<file path="src/rtl/fnd_scan_mux.sv">
`default_nettype none
// +------------------------------------------------------------------------+
// | Module      : fnd_scan_mux                                             |
// | Description : Time-multiplexed scanner for a multi-digit 7-segment     |
// |               (FND) display. A prescaler sets how long each digit is   |
// |               driven. On every digit advance the next digit index, its |
// |               BCD code and the active-low common enables are           |
// |               registered together, so they always change on the same  |
// |               clock edge.                                              |
// | Revision    : 1.0  initial release                                     |
// +------------------------------------------------------------------------+
// | Parameters                                                             |
// |   DIGITS      number of 4-bit BCD digits scanned (2..16)               |
// |   CLK_DIV     clk cycles each digit is driven (>= 1)                   |
// | Ports                                                                  |
// |   clk         system clock, rising edge                                |
// |   reset       synchronous active-high reset                            |
// |   en          scan enable; low freezes prescaler, sel and outputs      |
// |   digits_in   packed BCD, digit i at [4i+3:4i], digit 0 = LSD          |
// |   blank_mask  bit i high forces digit i dark                           |
// |   sel         index of the digit currently driven                      |
// |   bcd         BCD code of the current digit, 4'hF when dark            |
// |   digit_com   active-low common enables, at most one bit low           |
// |   scan_tick   one-cycle pulse on every digit advance                   |
// |   frame_start one-cycle pulse when sel advances to 0                   |
// | Build option                                                           |
// |   FND_LEADING_ZERO_BLANK_EN  when defined, leading zero digits above   |
// |                              digit 0 are also darkened                 |
// +------------------------------------------------------------------------+

module fnd_scan_mux #(
  parameter  int DIGITS  = 8,
  parameter  int CLK_DIV = 100000,
  localparam int SEL_W   = $clog2(DIGITS)
) (
  input  logic                clk,
  input  logic                reset,
  input  logic                en,
  input  logic [4*DIGITS-1:0] digits_in,
  input  logic [DIGITS-1:0]   blank_mask,
  output logic [SEL_W-1:0]    sel,
  output logic [3:0]          bcd,
  output logic [DIGITS-1:0]   digit_com,
  output logic                scan_tick,
  output logic                frame_start
);

  // Prescaler needs at least one bit even when every cycle is an advance.
  localparam int               PS_W       = (CLK_DIV > 1) ? $clog2(CLK_DIV) : 1;
  localparam logic [PS_W-1:0]  C_PS_MAX   = PS_W'(CLK_DIV - 1);
  localparam logic [SEL_W-1:0] C_SEL_MAX  = SEL_W'(DIGITS - 1);
  localparam logic [DIGITS-1:0] C_COM_ONE = DIGITS'(1);

  // Registered state
  logic [PS_W-1:0]   ps_q,    ps_d;
  logic [SEL_W-1:0]  sel_q,   sel_d;
  logic [3:0]        bcd_q,   bcd_d;
  logic [DIGITS-1:0] com_q,   com_d;
  logic              tick_q,  tick_d;
  logic              frame_q, frame_d;

  // Combinational helpers
  logic [3:0]        w_digit [DIGITS];
  logic [DIGITS-1:0] w_lz_dark;
  logic              w_zero_run;
  logic              w_tick;
  logic [SEL_W-1:0]  w_sel_next;
  logic              w_dark;

  // Unpack the flat BCD bus into one nibble per digit.
  generate
    for (genvar gi = 0; gi < DIGITS; gi++) begin : g_unpack
      assign w_digit[gi] = digits_in[4*gi +: 4];
    end
  endgenerate

`ifdef FND_LEADING_ZERO_BLANK_EN
  // Walk down from the most significant digit; a digit is a leading zero
  // while every digit from it upward is zero. Digit 0 is always shown so a
  // value of zero still displays a single "0".
  always_comb begin
    w_lz_dark  = '0;
    w_zero_run = 1'b1;
    for (int i = DIGITS - 1; i >= 1; i--) begin
      w_zero_run   = w_zero_run && (w_digit[i] == 4'h0);
      w_lz_dark[i] = w_zero_run;
    end
  end
`else
  // Zeros are displayed; only blank_mask darkens digits.
  always_comb begin
    w_lz_dark  = '0;
    w_zero_run = 1'b0;
  end
`endif

  always_comb begin
    w_tick     = en && (ps_q == C_PS_MAX);
    w_sel_next = (sel_q == C_SEL_MAX) ? '0 : sel_q + 1'b1;
    w_dark     = blank_mask[w_sel_next] | w_lz_dark[w_sel_next];

    ps_d    = ps_q;
    sel_d   = sel_q;
    bcd_d   = bcd_q;
    com_d   = com_q;
    tick_d  = 1'b0;
    frame_d = 1'b0;

    if (en) begin
      ps_d = w_tick ? '0 : ps_q + 1'b1;
    end

    // Inputs are sampled only here, so the displayed digit cannot change
    // mid-dwell even if digits_in or blank_mask do.
    if (w_tick) begin
      sel_d   = w_sel_next;
      tick_d  = 1'b1;
      frame_d = (w_sel_next == '0);
      if (w_dark) begin
        bcd_d = 4'hF;
        com_d = '1;
      end else begin
        bcd_d = w_digit[w_sel_next];
        com_d = ~(C_COM_ONE << w_sel_next);
      end
    end
  end

  // sel parks at the last digit so the first advance lands on digit 0 and
  // raises frame_start.
  always_ff @(posedge clk) begin
    if (reset) begin
      ps_q    <= '0;
      sel_q   <= C_SEL_MAX;
      bcd_q   <= 4'hF;
      com_q   <= '1;
      tick_q  <= 1'b0;
      frame_q <= 1'b0;
    end else begin
      ps_q    <= ps_d;
      sel_q   <= sel_d;
      bcd_q   <= bcd_d;
      com_q   <= com_d;
      tick_q  <= tick_d;
      frame_q <= frame_d;
    end
  end

  assign sel         = sel_q;
  assign bcd         = bcd_q;
  assign digit_com   = com_q;
  assign scan_tick   = tick_q;
  assign frame_start = frame_q;

endmodule

`default_nettype wire
</file>
<file path="config.mk">
export PLATFORM = sky130hd
export DESIGN_NAME = fnd_scan_mux
export DESIGN_NICKNAME = d
export VERILOG_FILES = /design/src/rtl/fnd_scan_mux.sv
export SDC_FILE = /design/constraint.sdc
export NUM_CORES = 1
export LEC_CHECK = 0
export ABC_AREA = 1
export BUFFER_PORTS_ARGS = -buffer_cell sky130_fd_sc_hd__buf_4
export CELL_PAD_IN_SITES_DETAIL_PLACEMENT = 1
export CELL_PAD_IN_SITES_GLOBAL_PLACEMENT = 2
export CORE_MARGIN = 4
export CORE_UTILIZATION = 26
export DETAILED_ROUTE_END_ITERATION = 8
export PLACE_DENSITY_LB_ADDON = 0.25
export SLEW_MARGIN = 0
export SYNTH_ARGS = -nofsm -noshare
export SYNTH_HDL_FRONTEND = slang
export SYNTH_SLANG_ARGS = --single-unit
</file>
<file path="constraint.sdc">
create_clock -name clk -period 1.8 [get_ports clk]
set_input_delay 0.09 -clock clk [delete_from_list [all_inputs] [get_ports clk]]
set_output_delay 0.09 -clock clk [all_outputs]
set_load 0.1 [all_outputs]
</file>
Yosys cells after proc, flatten, opt, wreduce, memory -nomap -nowiden

Memory sizes are Yosys's and may differ from the RTL's.
Index checks and enable logic that the tools add are counted.

Add/sub/neg operators: 2
Order comparisons: 2
Eq/ne operators: 2
Shift-type cells: 1
Mux-type cells: 11
Bitwise logic cells: 4
Reductions and logical operators: 3

Operators by type and width:

| kind                                                       | number |
|---|---|
| adder 17 x 1 -> 17 bit, second input constant              | 1 |
| equality test 17 bit, second input constant                | 1 |
| two-way mux 17 bit                                         | 1 |
| binary-select mux 4 bit (select 3 bit)                     | 1 |
| two-way mux 4 bit                                          | 3 |
| two-way mux 8 bit                                          | 1 |
| NOT 8 bit                                                  | 1 |
| << shifter 1 x 3 -> 8 bit, first input constant            | 1 |
| greater-or-equal comparator 4 bit, second input constant   | 1 |
| less-than comparator 3 x 4 -> 1 bit, second input constant | 1 |
| NOT 3 -> 4 bit                                             | 1 |
| adder 3 x 1 -> 3 bit, second input constant                | 1 |
| binary-select mux 1 bit (select 3 bit)                     | 1 |
| equality test 3 bit, second input constant                 | 1 |
| zero test 3 bit                                            | 1 |
| two-way mux 1 bit                                          | 3 |
| two-way mux 3 bit                                          | 1 |
| OR reduction 2 bit                                         | 1 |
| logical AND 1 bit                                          | 1 |
| NOT 1 bit                                                  | 1 |
| bitwise OR 1 bit                                           | 1 |

Register bits after elaboration: 34
Memory bits (read-only): 8
Bits of input ports: 43
Output and inout port bits: 17
Logic and storage cells: 32
Memories kept: 1

Memory list:

| memory          | depth | width | rd ports | clocked after memory_dff | write ports | line | text |
|---|---|---|---|---|---|---|---|
| (no name shown) | 8     | 1     | 1        | 0                        | 0           | 100  | `w_dark = blank_mask[w_sel_next] \| w_lz_dark[w_sel_next];` |

Depth between registers and ports, before layout

Word-level depth: 7
Gate-level depth with buffers: 13
Mapped depth without buffers: 12

Least setup slack after synthesis

Ideal clock, no wire load.

Path kind: reg2reg
Start: register sel_q[0], in the netlist sel[0]
End: register bcd_q[3], in the netlist bcd[3]
Setup time: 0.117 ns
Arrival time: 2.378 ns
Data required time: 1.683 ns
Path slack: -0.695 ns
Stages on the path, launching flop included: 11
Path buffers: 1
Clock period less this slack: 2.495 ns
Path through: dfxtp_1 > inv_1 > ha_1 > clkbuf_1 > nand3_1 > nand2_1 > nand2_1 > nand2_1 > nand3_1 > nand2_1 > nand2_1

Word-level cells in the longest chain between the ends: 7
Elaborated cells on any way between the ends: 13
Classes of those cells: add/sub: 1; eq/ne: 1; mux: 8; bitwise: 2; memory: 1

Ends and longest elaborated chain:

| item                                                                            | line | text |
|---|---|---|
| start, declared                                                                 | 56   | `logic [SEL_W-1:0] sel_q, sel_d;` |
| start signal, assigned                                                          | 141  | `sel_q <= sel_d;` |
| adder 3 x 1 -> 3 bit / equality test 3 bit (equally long branches)              | 99   | `w_sel_next = (sel_q == C_SEL_MAX) ? '0 : sel_q + 1'b1;` |
| two-way mux 3 bit *                                                             | 99   |  |
| named net w_sel_next[1]                                                         | 67   | `logic [SEL_W-1:0] w_sel_next;` |
| parallel branches: the longest is 4 deep, another holds memory read (8 x 1 bit) | --   |  |
| two-way mux 4 bit *                                                             | 119  | `if (w_dark) begin` |
| end signal, assigned                                                            | 135  | `bcd_q <= 4'hF;` |
| end signal, assigned                                                            | 142  | `bcd_q <= bcd_d;` |
| end, declared                                                                   | 57   | `logic [3:0] bcd_q, bcd_d;` |

Mark *: on every way through the listed nets, which the timed path passes. The select of a mux whose other input is x is not followed.
A chain may end at the register's enable or synchronous reset.

Final worst setup path

Start: register sel_q[0], in the netlist sel[0]
End: register com_q[7], in the netlist digit_com[7]

Word-level cells in the longest chain between the ends: 6
Elaborated cells on any way between the ends: 11
Classes of those cells: add/sub: 1; eq/ne: 1; shift: 1; mux: 5; bitwise: 2; memory: 1

Ends and longest elaborated chain:

| item                                                                                     | line | text |
|---|---|---|
| adder 3 x 1 -> 3 bit / equality test 3 bit (equally long branches)                       | 99   |  |
| two-way mux 3 bit *                                                                      | 99   |  |
| memory read (8 x 1 bit) / binary-select mux 1 bit (select 3 bit) (equally long branches) | --   |  |
| two-way mux 1 bit (implied by the code)                                                  | 100  |  |
| bitwise OR 1 bit                                                                         | 100  |  |
| two-way mux 8 bit *                                                                      | 119  |  |
| end signal, assigned                                                                     | 143  | `com_q <= com_d;` |
| end, declared                                                                            | 58   | `logic [DIGITS-1:0] com_q, com_d;` |

Mark *: on every way between the ends. The rest lies on a longest branch, timed or not. The select of a mux whose other input is x is not followed.

==> run metrics <==
worst slew pin tran=0.337 ns; crit-path cells=ha_2, ha_4, nor2_4, buf_6, nand2_1, nand3_1, nand2_1, nand2_1, buf_4, o21ai_0, nand3_1; vias in the first global route=2,279; max frequency=592 MHz; dpl ws=0.0393 ns; Critical Path Fanout Max=6; Ys Warns=0; Total Power=1500 uW; Longest Clk Path Bufs=2; Core Footprint=0.00729 mm2; final hold viol count=0; area leader, netlist=dfxtp_1; layout cells sized above 1=0.267; final setup fails=0; Mean Syn Cell Area=6.30 um2; Reg2Reg Depth=11; Post-synth top flop=dfxtp_1; hold path cells=2; unique cell type count in the Yosys netlist=26; Req. time, crit path=1.97 ns; initial core utilization=0.270; Antenna Nets Post-Route=0; initial antenna violation count=0; vias per cell=4.48; Worst-path clk slew=0.08 ns; CTS buffer count=5; most frequent cells in the layout=nand2_1 (94), buf_4 (72), nand3_1 (46), nor2_1 (42), inv_1 (34); number of H-tree levels=2; CP Capture Type=flop; CP max stage cell=dfxtp_4; Worst Setup EP=digit_com[7]; fin nets=439; GRT Overall Usage=0.146; Root Buffer=clkbuf_8; drc violations=0; largest net degree at the start of global routing=17; DP Cell Count=480; CP Launch Type=flop; total grt overflow=0; Final Skew=0.00809 ns; global-route wire length before repair=10,500 um; worst-skew pair later-pin latency=0.29 ns; flops & latches, synth=34; synthesis-to-layout area growth=43.3%; R2R setup slack=0.11 ns; drt pass-1 iters=4; Post-synth ARST share=0; Post-Syn Nets=363; setup repair bufs after CTS=0; Post-synth EDFFs=0; worst hold path class=input port to flop; Die H=95.1 um; Post-DP HPWL=5100 um; post-synthesis cell count=313; slack of the critical path=0.110 ns; Final Slew Violations=0; Die ar.=0.00904 mm2; Area contributors post-synth=dfxtp_1 (35%), nand2_1 (18%), nand3_1 (12%); CTS Sinks=34; RR Endpoint=digit_com[7]; Core Rows=31; # Max-Cap Violations=0; crit path launch=sel[0]; Finished Cell Area=0.00282 mm2; CP dominant cell by count=nand2_1; via count=2,190; I/O Buffers=59; CTS tree=yes; CP Class=flop to flop; worst vdd ir=0.000273 V; RR Startpoint=sel[0]; I/O Pins=60; Chip Width=95.1 um; WL/cell=12.8 um; top cell type's share of synthesized area=0.345; Seq/Total Area, Yosys=0.345; slew margin rel.=0.774; Post-Syn Area=0.00197 mm2; Critical Path AT=1.86 ns; clock period minus worst slack=1.69 ns; power per cell area=532 mW/mm2; cell area after placement=0.00264 mm2; commonest non-fill, non-tap cell in the layout=nand2_1; P_leak=0.00134 uW; run status=completed; # diodes=0; Iteration-0 DRC Markers=52; slowest stage delay, CP=0.39 ns; period utilization=0.939; Final Non-Filler Cells=489; gp weighted congestion=0.784; wirelength, routed=6240 um
==> state kept, by name, indices dropped and copies added, names as in the netlist <==
| signal | count |
|---|---|
| frame_start | 1 |
| bcd | 4 |
| digit_com | 8 |
| scan_tick | 1 |
| sel | 3 |
| ps_q | 17 |
==> worst max-delay path: cells and delay by family (launching register included) <==
family	cells	cell delay (ns)
simple gates	6	0.38
fa+ha+maj	2	0.35
compound gates	1	0.17
buf+inv	2	0.28
flops	1	0.39
==> report_power, final <==
group | total (uW) | switching [uW] | internal, uW
Sequential | 756 | 3.19 | 752
Combinational | 140 | 58.1 | 81.7
Clock | 607 | 299 | 309
==> cell type report <==
class | count | area [um2]
inverters | 38 | 143
clock buffers | 6 | 82.6
clock inverters | 2 | 11.3
flip-flops and latches | 34 | 689
multi-input cells | 234 | 1160
fillers | 992 | 4470
repair buffers | 76 | 617
well taps | 99 | 124
==> per-layer routing <==
layer	global-route usage	share of wire	vias to the layer above	wire length [um]
li1	-	-	1139	-
met1	0.191	0.48	993	2990
met2	0.243	0.46	50	2860
met3	0.0308	0.045	8	283
met4	0.0385	0.015	0	95
met5	0	0	-	0
==> synthesized netlist by cell type, types with 2 or more instances <==
library cell,n
nor3_2,2
o21ai_0,7
nand4_1,2
clkbuf_1,3
nand2_2,4
nor3_1,9
nand2_1,95
dfxtp_1,34
clkinv_1,2
a21oi_1,4
o21ai_1,4
inv_1,35
ha_1,7
nand3_1,46
nor3b_1,3
buf_2,3
nor4_1,2
nor2_1,43
==> per-stage QoR <==
stage / hold WS, ns / setup TNS [ns] / util
4_1_cts: 0.0620 / 0 / 0.375
3_5_place_dp: 0.386 / 0 / 0.362
5_1_grt: 0.0815 / -0.0156 / 0.387
3_3_place_gp: 0.377 / 0 / 0.362
6_report: 0.0710 / 0 / 0.387
2_1_floorplan: 0.221 / 0 / -
==> repair_timing <==
item | CTS | global route
hold buffers | 0 | 0
gates resized for setup | 0 | 17
endpoints found under the setup margin | 0 | 12
==> logic make-up (layout without fill, tap and decap cells) <==
family,count (synthesis),in the layout,synth area share
compound gates,16,16,0.0413
xor+xnor,2,2,0.00889
fa+ha+maj,7,7,0.0444
buf+inv,45,122,0.0914
flops,34,34,0.345
simple gates,209,209,0.469
==> how the worst min path moves through the flow <==
| stage | slack (ns) | startpoint | endpoint |
|---|---|---|---|
| after floorplan | 0.22 | en | ps_q[1] |
| after global placement | 0.38 | reset | ps_q[6] |
| after detailed placement | 0.39 | reset | ps_q[6] |
| after CTS | 0.06 | reset | ps_q[6] |
| after global routing | 0.08 | reset | ps_q[6] |
| final | 0.07 | reset | ps_q[6] |
(Power assumes the default switching activity.)
